**src/rtl/dump_pkg.sv**
```systemverilog
// Shared types and constants for the end-of-program state dump unit.
package dump_pkg;

    typedef enum logic [3:0] {
        RUN,
        HDR,
        RF_REQ,
        RF_CAP,
        RF_SEND,
        DM_REQ,
        DM_CAP,
        DM_SEND,
        DONE
    } state_e;

    localparam logic [31:0] HALT_WORD      = 32'h0;
    localparam int unsigned STATUS_TIMEOUT = 31;

endpackage

```
**src/rtl/state_dump_unit.sv**
```systemverilog
// Detects halt/timeout, freezes the core, then streams header + regfile + dmem
// contents as one valid/ready frame.
module state_dump_unit
    import dump_pkg::*;
#(
    parameter int unsigned XLEN     = 32,
    parameter int unsigned NUM_REGS = 32,
    parameter int unsigned NUM_MEM  = 32,
    parameter int unsigned TIMEOUT  = 100
) (
    input  logic            clk,
    input  logic            rst,
    input  logic [XLEN-1:0] instr_in,
    output logic            cpu_freeze,
    output logic [4:0]      rf_rd_addr,
    input  logic [XLEN-1:0] rf_rd_data,
    output logic [4:0]      dm_rd_addr,
    input  logic [XLEN-1:0] dm_rd_data,
    output logic            out_valid,
    input  logic            out_ready,
    output logic [XLEN-1:0] out_data,
    output logic            out_last,
    output logic            done
);

    localparam int unsigned AW = 5;

    state_e          state, state_n;
    logic [XLEN-1:0] cnt, cnt_n, cnt_inc;
    logic [AW-1:0]   idx, idx_n;
    logic [AW-1:0]   rf_addr_n, dm_addr_n;
    logic [XLEN-1:0] out_data_n;
    logic            freeze_n, valid_n, last_n, done_n;
    logic            accept;

    assign accept  = out_valid & out_ready;
    assign cnt_inc = cnt + XLEN'(1);

    // State and all registered outputs
    always_ff @(posedge clk) begin
        if (rst) begin
            state      <= RUN;
            cnt        <= '0;
            idx        <= '0;
            rf_rd_addr <= '0;
            dm_rd_addr <= '0;
            out_data   <= '0;
            cpu_freeze <= 1'b0;
            out_valid  <= 1'b0;
            out_last   <= 1'b0;
            done       <= 1'b0;
        end else begin
            state      <= state_n;
            cnt        <= cnt_n;
            idx        <= idx_n;
            rf_rd_addr <= rf_addr_n;
            dm_rd_addr <= dm_addr_n;
            out_data   <= out_data_n;
            cpu_freeze <= freeze_n;
            out_valid  <= valid_n;
            out_last   <= last_n;
            done       <= done_n;
        end
    end

    // Next-state and next-output logic
    always_comb begin
        state_n    = state;
        cnt_n      = cnt;
        idx_n      = idx;
        rf_addr_n  = rf_rd_addr;
        dm_addr_n  = dm_rd_addr;
        out_data_n = out_data;
        freeze_n   = cpu_freeze;
        valid_n    = out_valid;
        last_n     = out_last;
        done_n     = done;

        case (state)
            RUN: begin
                cnt_n = cnt_inc;
                // Halt has priority: status is 1 only when the word is non-zero
                if (instr_in == XLEN'(HALT_WORD) || cnt_inc == XLEN'(TIMEOUT)) begin
                    state_n    = HDR;
                    freeze_n   = 1'b1;
                    valid_n    = 1'b1;
                    out_data_n = {instr_in != XLEN'(HALT_WORD), cnt_inc[XLEN-2:0]};
                end
            end
            HDR: begin
                if (accept) begin
                    valid_n   = 1'b0;
                    idx_n     = '0;
                    rf_addr_n = '0;
                    state_n   = RF_REQ;
                end
            end
            RF_REQ: state_n = RF_CAP;
            RF_CAP: begin
                out_data_n = rf_rd_data;
                valid_n    = 1'b1;
                state_n    = RF_SEND;
            end
            RF_SEND: begin
                if (accept) begin
                    valid_n = 1'b0;
                    if (idx == AW'(NUM_REGS - 1)) begin
                        idx_n     = '0;
                        dm_addr_n = '0;
                        state_n   = DM_REQ;
                    end else begin
                        idx_n     = idx + AW'(1);
                        rf_addr_n = idx + AW'(1);
                        state_n   = RF_REQ;
                    end
                end
            end
            DM_REQ: state_n = DM_CAP;
            DM_CAP: begin
                out_data_n = dm_rd_data;
                valid_n    = 1'b1;
                last_n     = (idx == AW'(NUM_MEM - 1));
                state_n    = DM_SEND;
            end
            DM_SEND: begin
                if (accept) begin
                    valid_n = 1'b0;
                    if (out_last) begin
                        last_n  = 1'b0;
                        done_n  = 1'b1;
                        state_n = DONE;
                    end else begin
                        idx_n     = idx + AW'(1);
                        dm_addr_n = idx + AW'(1);
                        state_n   = DM_REQ;
                    end
                end
            end
            DONE: begin
                done_n   = 1'b1;
                freeze_n = 1'b1;
            end
            default: state_n = RUN;
        endcase
    end

endmodule

```
**config.mk**
```make
export PLATFORM = sky130hd
export DESIGN_NAME = state_dump_unit
export DESIGN_NICKNAME = d
export VERILOG_FILES = /design/src/rtl/dump_pkg.sv /design/src/rtl/state_dump_unit.sv
export SDC_FILE = /design/constraint.sdc
export NUM_CORES = 1
export LEC_CHECK = 0
export ABC_CLOCK_PERIOD_IN_PS = 3200
export BUFFER_PORTS_ARGS = -buffer_cell sky130_fd_sc_hd__buf_2
export CAP_MARGIN = 15
export CORE_ASPECT_RATIO = 0.7
export CORE_MARGIN = 4
export CORE_UTILIZATION = 45
export CTS_BUF_LIST = sky130_fd_sc_hd__clkbuf_4
export CTS_CLUSTER_DIAMETER = 80
export DETAILED_ROUTE_END_ITERATION = 12
export PLACE_DENSITY = 0.69
export SYNTH_ARGS = -nofsm -noshare
export SYNTH_HDL_FRONTEND = slang
export SYNTH_SLANG_ARGS = --single-unit
```
**constraint.sdc**
```tcl
create_clock -name clk -period 3.2 [get_ports clk]
set_clock_uncertainty 0.05 [all_clocks]
set_input_delay 0.32 -clock clk [delete_from_list [all_inputs] [get_ports clk]]
set_output_delay 0.32 -clock clk [all_outputs]
set_load 0.01 [all_outputs]
```
; ---- Word level (Yosys, flattened, before mapping)
; Cells that the tools add are included.
[op_classes]
n_reduce_logical = 23
n_mux = 29
n_addsub = 2
eq_ne = 19
bitwise_logic = 2
[op_table]
columns = cell, n
row1 = 32-bit case mux with 3 select lines, 1
row2 = 5-bit 2-to-1 mux, 9
row3 = 4-bit case mux with 9 select lines, 1
row4 = 32-bit by 1-bit adder with 32-bit output (second input constant), 1
row5 = 32-bit by 7-bit equality test with 1-bit output (second input constant), 1
row6 = 32-bit zero test, 1
row7 = 32-bit 2-to-1 mux, 1
row8 = 32-bit nonzero test, 1
row9 = 4-bit 2-to-1 mux, 5
row10 = 5-bit case mux with 2 select lines, 2
row11 = 4-bit by 3-bit equality test with 1-bit output (second input constant), 4
row12 = 2-bit inequality test (second input constant), 8
row13 = 5-bit case mux with 3 select lines, 1
row14 = 5-bit AND reduction, 3
row15 = 2-bit nonzero test, 5
row16 = 3-bit nonzero test, 3
row17 = 4-bit by 2-bit equality test with 1-bit output (second input constant), 2
row18 = 1-bit case mux with 2 select lines, 3
row19 = 2-bit AND reduction, 3
row20 = 3-bit AND reduction, 2
row21 = 5-bit by 1-bit adder with 5-bit output (second input constant), 1
row22 = 5-bit equality test (second input constant), 1
row23 = 4-bit by 1-bit equality test with 1-bit output (second input constant), 1
row24 = 4-bit equality test (second input constant), 1
row25 = other kinds (11), 14
[totals]
input_bits = 99
elab_cells = 85
reg_bits = 87
out_inout_bits = 46

; ---- Logic depth before layout (Yosys ltp)
; Gate-level depths: netlist of the first run.
[depth]
depth_word = 5
mapped_depth = 11
ltp_nobuf = 9

; ---- Least setup slack after synthesis of the first run
; Ideal clock, no wire load.
[synth_timing]
kind = reg2reg
startpoint = register cnt[9]
endpoint = register out_data[21]
period_less_slack_ns = 2.814
path_stages_with_launch = 11
required_time_ns = 3.071
setup_slack_ns = 0.386
path_buffers = 3
setup_time_ns = 0.079
arrival_ns = 2.685
path_cell_list = dfxtp_1 -> buf_2 -> nand4_4 -> or4_1 -> buf_2 -> or3_1 -> and4_1 -> and4_4 -> a311o_4 -> buf_6 -> a211oi_2
[synth_via]
elab_chain_cells = 5
elab_cells_between_ends = 7
cone_classes = 1 x add/sub / 2 x eq/ne / 2 x mux / 2 x reduce/logical
[synth_lines]
columns = item, line_no
row1 = "start, declared", state_dump_unit.sv:29  ; logic [XLEN-1:0] cnt, cnt_n, cnt_inc;
row2 = "start signal, assigned", state_dump_unit.sv:54  ; cnt <= cnt_n;
row3 = 32-bit by 1-bit adder with 32-bit output (*), state_dump_unit.sv:37  ; assign cnt_inc = cnt + XLEN'(1);
row4 = 32-bit by 7-bit equality test with 1-bit output, state_dump_unit.sv:83  ; if (instr_in == XLEN'(HALT_WORD) || cnt_inc == XLEN'(TIMEOUT)) begin
row5 = 1-bit logical OR, state_dump_unit.sv:83
row6 = 2-bit inequality test (no line), -
row7 = 2-bit AND reduction (no line), -
row8 = "end signal, assigned", state_dump_unit.sv:58  ; out_data <= out_data_n;
row9 = "end, declared", state_dump_unit.sv:21  ; output logic [XLEN-1:0] out_data,
; Every way passes the cells marked *; elsewhere a longest branch is shown, timed or not. The select of a mux whose other input is x is not followed.
; A chain may end at the register's enable or synchronous reset.

; ---- Worst setup path after layout of the first run
[layout_timing]
startpoint = register cnt[7]
endpoint = register out_valid
[layout_via]
elab_chain_cells = 5
[layout_lines]
columns = item, line_no
row1 = 32-bit by 1-bit adder with 32-bit output, state_dump_unit.sv:37
row2 = 32-bit by 7-bit equality test with 1-bit output, state_dump_unit.sv:83
row3 = 1-bit logical OR, state_dump_unit.sv:83
row4 = 2-bit inequality test (no line), -
row5 = 3-bit AND reduction (no line), -
row6 = "end signal, assigned", state_dump_unit.sv:60  ; out_valid <= valid_n;
row7 = "end, declared", state_dump_unit.sv:19  ; output logic out_valid,
; No other way between the ends.

==> out/qor.csv, run 1 <==
stage,metric,value,unit
routing,DR iter-0 viols,596,
global_routing,largest net degree at the start of global routing,57,
finish,# fillers,1357,
critical_path,worst path cell trace,nand4_4 -> or4_2 -> o31a_1 -> or2_4 -> nor4_4 -> buf_12 -> a21oi_1 -> nor4_1,
logic_synthesis,Synth Net Count,901,
logic_synthesis,"Distinct cells, synth",65,
critical_path,"Arr. time, crit path",3.41,ns
critical_path,"Req. time, crit path",3.55,ns
finish,area delta synth->final,19.2,%
worst_hold_path,HP Class,primary input to flop,
critical_path,Startpoint Class,flop,
sta,fmax,0.327,GHz
logic_synthesis,commonest cells in the netlist,"dfxtp_1 (87), nor2_1 (68), clkbuf_1 (55)",
die,IO Pins,145,
routing,ANT nets after route,0,
routing,post-route DRC violation count,0,
critical_path,Crit. End Element,flop,
power,maximum VDD drop,0.222,mV
critical_path,critical path class,flop to flop,
clock_network,clock net sink count,87,
finish,FF+latch area,0.00175,mm2
sta,Max transition margin,55.7,%
sta,# setup viols final,0,
critical_path,critical path buffer and inverter count,1,
die,core box area,0.0140,mm2
finish,number of inserted diodes,0,
clock_network,Clock Path Buffers,2,
critical_path,CP Capture Point,out_valid,
routing,WL/cell,17.8,um
clock_network,TritonCTS buffer count,9,
logic_synthesis,ys async rst share,0,%
critical_path,critical path depth in cells,8,
die,Die Area,0.0163,mm2
critical_path,Setup crit start,cnt[7],
sta,"Hold Vio Cnt, Final",0,
power,LEAKAGE,0.00296,uW
flow_run,max-cap violations,0,
placement,DP Wirelength,14400,um
logic_synthesis,Synth top area share,27.1,%
routing,drt first pass iters,5,
finish,fin nets,1027,
critical_path,Worst Reg-to-Reg Cells,8,
die,Die X,151,um
finish,Final Cell Area,0.00767,mm2
clock_network,clk root buf,clkbuf_4,
logic_synthesis,"area leader, netlist",dfxtp_1,
placement,placed insts,1103,
routing,Total Wirelength,19900,um
sta,final worst path period share,95.7,%
critical_path,worst reg-to-reg setup slack,0.14,ns
global_routing,grt ovf,0,
finish,area occupied by multi-input gates,0.00429,mm2
logic_synthesis,Syn Inst Count,798,
critical_path,CP max stage delay,0.70,ns
finish,fraction of layout cells with a size suffix above 1,33.2,%
logic_synthesis,most common cell in the netlist,dfxtp_1,
critical_path,worst-path cell with the longest stage delay,or4_2,
clock_network,H-tree depth,3,
clock_network,CTS tree,done,
finish,non-filler instance count after layout,1119,
sta,post-layout minimum cycle time,3.06,ns
critical_path,"delay-heaviest family, CP",simple AND/OR/NAND/NOR gates,
power,PwrDens,369,mW/mm2
global_routing,number of global-route vias before repair,5940,
logic_synthesis,Yosys warning total,0,
global_routing,first-pass GRT wire length,31100,um
sta,Worst-Margin Slew,0.657,ns
logic_synthesis,Synth area leaders,"dfxtp_1 (27%), a211oi_2 (6.2%), or3_1 (4.7%)",
critical_path,Critical R2R Capture,out_valid,
logic_synthesis,Post-synth top flop,dfxtp_1,
global_routing,Tot GR Track Use,23.7,%
clock_network,clk slew on worst S/H paths,0.16,ns
logic_synthesis,"Seq/Total Area, Yosys",27.1,%
placement,Port-buffer cells,144,
placement,Placement Cell Area,0.00748,mm2
sta,unrepaired setup endpoints after global routing,false,
sta,"Slew Viols, Final",0,
routing,via count,6786,
placement,gpl congestion,0.957,
critical_path,worst-path maximum fanout,33,
sta,setup TNS,0,ns
die,Initial Utilization,46.1,%
die,Core Rows,36,
logic_synthesis,Yosys reg bits,87,
critical_path,RR Startpoint,cnt[7],
clock_network,insertion delay to the later sink of the worst-skew pair,0.48,ns
logic_synthesis,number of enable flip-flop cells after synthesis,0,
logic_synthesis,synthesized cell area,0.00644,mm2
logic_synthesis,mean area per synthesized cell,8.07,um2
die,Die Y,108,um
routing,routed vias/inst,6.06,
status,status,"finished, final reports clean",
global_routing,initial antenna violation count,0,
stage by stage:
stage | setup WS (ns) | hold WS, ns | utilization (%) | total power (uW)
2_1_floorplan | 0.386 | 0.386 | - | 1790
3_3_place_gp | 0.197 | 0.385 | 53.6 | 2070
3_5_place_dp | 0.113 | 0.388 | 53.6 | 2080
4_1_cts | 0.111 | 0.0177 | 54.8 | 2850
5_1_grt | 0.00356 | 0.0328 | 54.9 | 2980
6_report | 0.138 | 0.0662 | 54.9 | 2830
layout make-up:
type | instances | area share (%)
tap | 190 | 3.10
clock buffer | 9 | 0.881
inverter | 8 | 0.391
multi-input combinational | 620 | 55.9
sequential | 87 | 22.8
timing repair buffer | 198 | 15.7
clock inverter | 7 | 1.35
worst reg2reg max path: stages, from the launching register on:
cell and delay, ns:
dfxtp_1 0.48, nand4_4 0.19, or4_2 0.70, o31a_1 0.32
or2_4 0.24, nor4_4 0.32, buf_12 0.28, a21oi_1 0.15
nor4_1 0.26
where the power goes:
group	switching (uW)	internal [uW]
sequential	29.1	1110
combinational	550	382
clock	436	325
total	1020	1820
sequential cells by signal (all words and copies together) (netlist names):
signal and count:
cnt 32, out_data 32, dm_rd_addr 5, idx 5
rf_rd_addr 5, state 4, cpu_freeze 1, done 1
out_last 1, out_valid 1
what timing repair did:
action,CTS,global route
hold buffers,0,0
setup endpoints to repair,0,26
setup buffers,0,0
resized for setup,0,6
kinds of logic after synthesis:
group / after synthesis / synth area share (%)
fa+ha+maj: 4 / 0.777
mux: 5 / 0.777
buf+inv: 91 / 6.78
xor+xnor: 45 / 6.12
flops: 87 / 27.1
compound gates: 273 / 33.1
simple gates: 293 / 25.4
routing by layer:
layer | share of wire (%) | global-route usage [%]
met5 | 0 | 0
met4 | 1.4 | 5.76
met3 | 9.6 | 4.86
met2 | 43 | 33.9
met1 | 46 | 36.2
placed cells by master (no fill, tap or decap), types with 25 or more instances in the layout:
cell,synthesis,layout
a21oi_2,29,29
buf_4,5,48
o32ai_1,32,32
a21oi_1,40,40
nand2_1,38,38
a211oi_2,32,32
dfxtp_1,87,83
nor2_1,68,67
nor3_1,27,25
a22oi_1,31,31
or3_1,48,48
buf_2,13,144
o21ai_0,38,38
worst min path at each step:
stage / start / end / slack (ns) / cells after the start
3_3_place_gp: done / done / 0.38 / 2
4_1_cts: out_ready / idx[4] / 0.02 / 3
3_5_place_dp: done / done / 0.39 / 2
6_report: out_ready / idx[4] / 0.07 / 3
2_1_floorplan: idx[4] / idx[4] / 0.39 / 2
5_1_grt: out_ready / idx[4] / 0.03 / 3
Note: power is estimated with default switching activity, not from simulation.
==> run 2, diff against run 1 <==
- CORE_MARGIN: 4 -> 2
==> out/qor.csv, run 2 (synthesis gave the netlist of run 1 again) <==
stage,metric,value,unit
global_routing,grt ovf,0,
critical_path,worst-path cell with the longest stage delay,or4_1,
global_routing,initial antenna violation count,0,
routing,post-route DRC violation count,0,
power,LEAKAGE,0.00306,uW
sta,fmax,0.330,GHz
clock_network,# hold bufs at CTS,0,
global_routing,number of global-route vias before repair,6408,
finish,number of inserted diodes,0,
sta,post-layout minimum cycle time,3.03,ns
die,Die Area,0.0153,mm2
routing,ANT nets after route,0,
sta,"Slew Viols, Final",0,
worst_hold_path,HP Class,primary input to flop,
flow_run,max-cap violations,0,
routing,WL/cell,18.3,um
power,maximum VDD drop,0.317,mV
routing,via count,6996,
finish,fraction of layout cells with a size suffix above 1,33.9,%
placement,Port-buffer cells,144,
sta,"Hold Vio Cnt, Final",0,
global_routing,first-pass GRT wire length,33400,um
finish,"commonest non-fill, non-tap cells in the layout","buf_2 (144), dfxtp_1 (87), nor2_1 (67), buf_4 (67), or3_1 (48)",
finish,area delta synth->final,21.2,%
clock_network,clk slew on worst S/H paths,0.17,ns
critical_path,CP max stage delay,0.66,ns
finish,fin nets,1047,
sta,Worst-Margin Slew,0.796,ns
critical_path,worst path cell trace,nand4_4 -> or4_1 -> or3_1 -> and4_1 -> and4_4 -> a311o_2 -> buf_12 -> a211oi_2,
clock_network,clk root buf,clkbuf_4,
finish,Largest regs,"cnt (32), out_data (32)",
die,Core Rows,36,
die,IO Pins,145,
critical_path,"Arr. time, crit path",3.43,ns
critical_path,Startpoint Class,flop,
critical_path,critical path class,flop to flop,
sta,Max transition margin,46.9,%
die,Die Y,104,um
sta,setup TNS,0,ns
critical_path,"Req. time, crit path",3.60,ns
clock_network,clock net sink count,87,
finish,"commonest non-fill, non-tap cell in the layout",buf_2,
status,status,"finished, final reports clean",
routing,DR iter-0 viols,654,
sta,unrepaired setup endpoints after global routing,false,
critical_path,"delay-heaviest family, CP",simple AND/OR/NAND/NOR gates,
die,core box area,0.0140,mm2
sta,WHS,0.0495,ns
placement,placed insts,1120,
critical_path,critical path buffer and inverter count,1,
routing,drt first pass iters,8,
critical_path,Crit. End Element,flop,
die,Die X,147,um
clock_network,CTS tree,done,
finish,non-filler instance count after layout,1139,
sta,final worst path period share,94.7,%
power,PwrDens,362,mW/mm2
placement,DP Wirelength,15000,um
clock_network,insertion delay to the later sink of the worst-skew pair,0.51,ns
sta,# setup viols final,0,
global_routing,largest net degree at the start of global routing,52,
routing,routed vias/inst,6.14,
critical_path,worst-path maximum fanout,15,
global_routing,Tot GR Track Use,26.7,%
clock_network,Clock Path Buffers,2,
clock_network,TritonCTS buffer count,9,
critical_path,worst reg-to-reg setup slack,0.17,ns
die,Initial Utilization,46.1,%
clock_network,H-tree depth,3,
routing,Total Wirelength,20900,um
placement,gpl congestion,0.979,
-- run 2: cell count changes in the layout (fill, tap and decap cells not counted), sizes merged --
| cell | previous run | this run |
|---|---|---|
| bufinv | 2 | 1 |
| a311o | 1 | 2 |
| clkinv | 1 | 2 |
| clkbuf | 9 | 10 |
| buf | 198 | 216 |
| clkinvlp | 2 | 0 |
| inv | 10 | 12 |
-- run 2: worst paths after layout --
check            start  cells after the start      endpoint
max            cnt[10]                      8  out_data[25]
min          out_ready                      3        idx[4]
max reg2reg    cnt[10]                      8  out_data[25]
min reg2reg       done                      2          done
-- run 2: worst register-to-register path: cells and delay by family, from the launching register on --
family	cells	cell delay, ns
and+or+nand+nor	5	1.70
AOI/OAI and AO/OA	2	0.60
DFF	1	0.47
buffers and inverters	1	0.18
-- run 2: timing repair --
item,CTS,global route
resized for setup,0,2
buffers inserted,0,1
setup endpoints to repair,0,32
-- run 2: final cells by class --
class / instances / area [um2]
fill: 1342 / 6160
multi-input combinational: 621 / 4290
sequential: 87 / 1740
timing repair buffer: 217 / 1340
tap: 190 / 238
clock inverter: 7 / 97.6
clock buffer: 9 / 67.6
inverter: 8 / 30.0
-- run 2: power breakdown --
group | switching, uW | internal [uW]
registers | 28.7 | 1110
clock network | 460 | 264
logic | 571 | 390
-- run 2: stage by stage --
step	cell area (um2)	power [uW]	util [%]	setup WS [ns]
floorplan	6440	1790	-	0.386
global placement	7590	2060	54.3	0.152
detailed placement	7590	2060	54.3	0.102
CTS	7750	2780	55.5	0.103
global route	7800	2970	55.9	0.0213
finish	7800	2830	55.9	0.170
-- run 2: routing by layer --
metal	track usage, %	part of all wire (%)	vias to the layer above
li1	-	-	3352
met1	40.0	48	3327
met2	39.2	43	291
met3	4.74	7.6	26
met4	6.87	1.5	0
met5	0	0	-
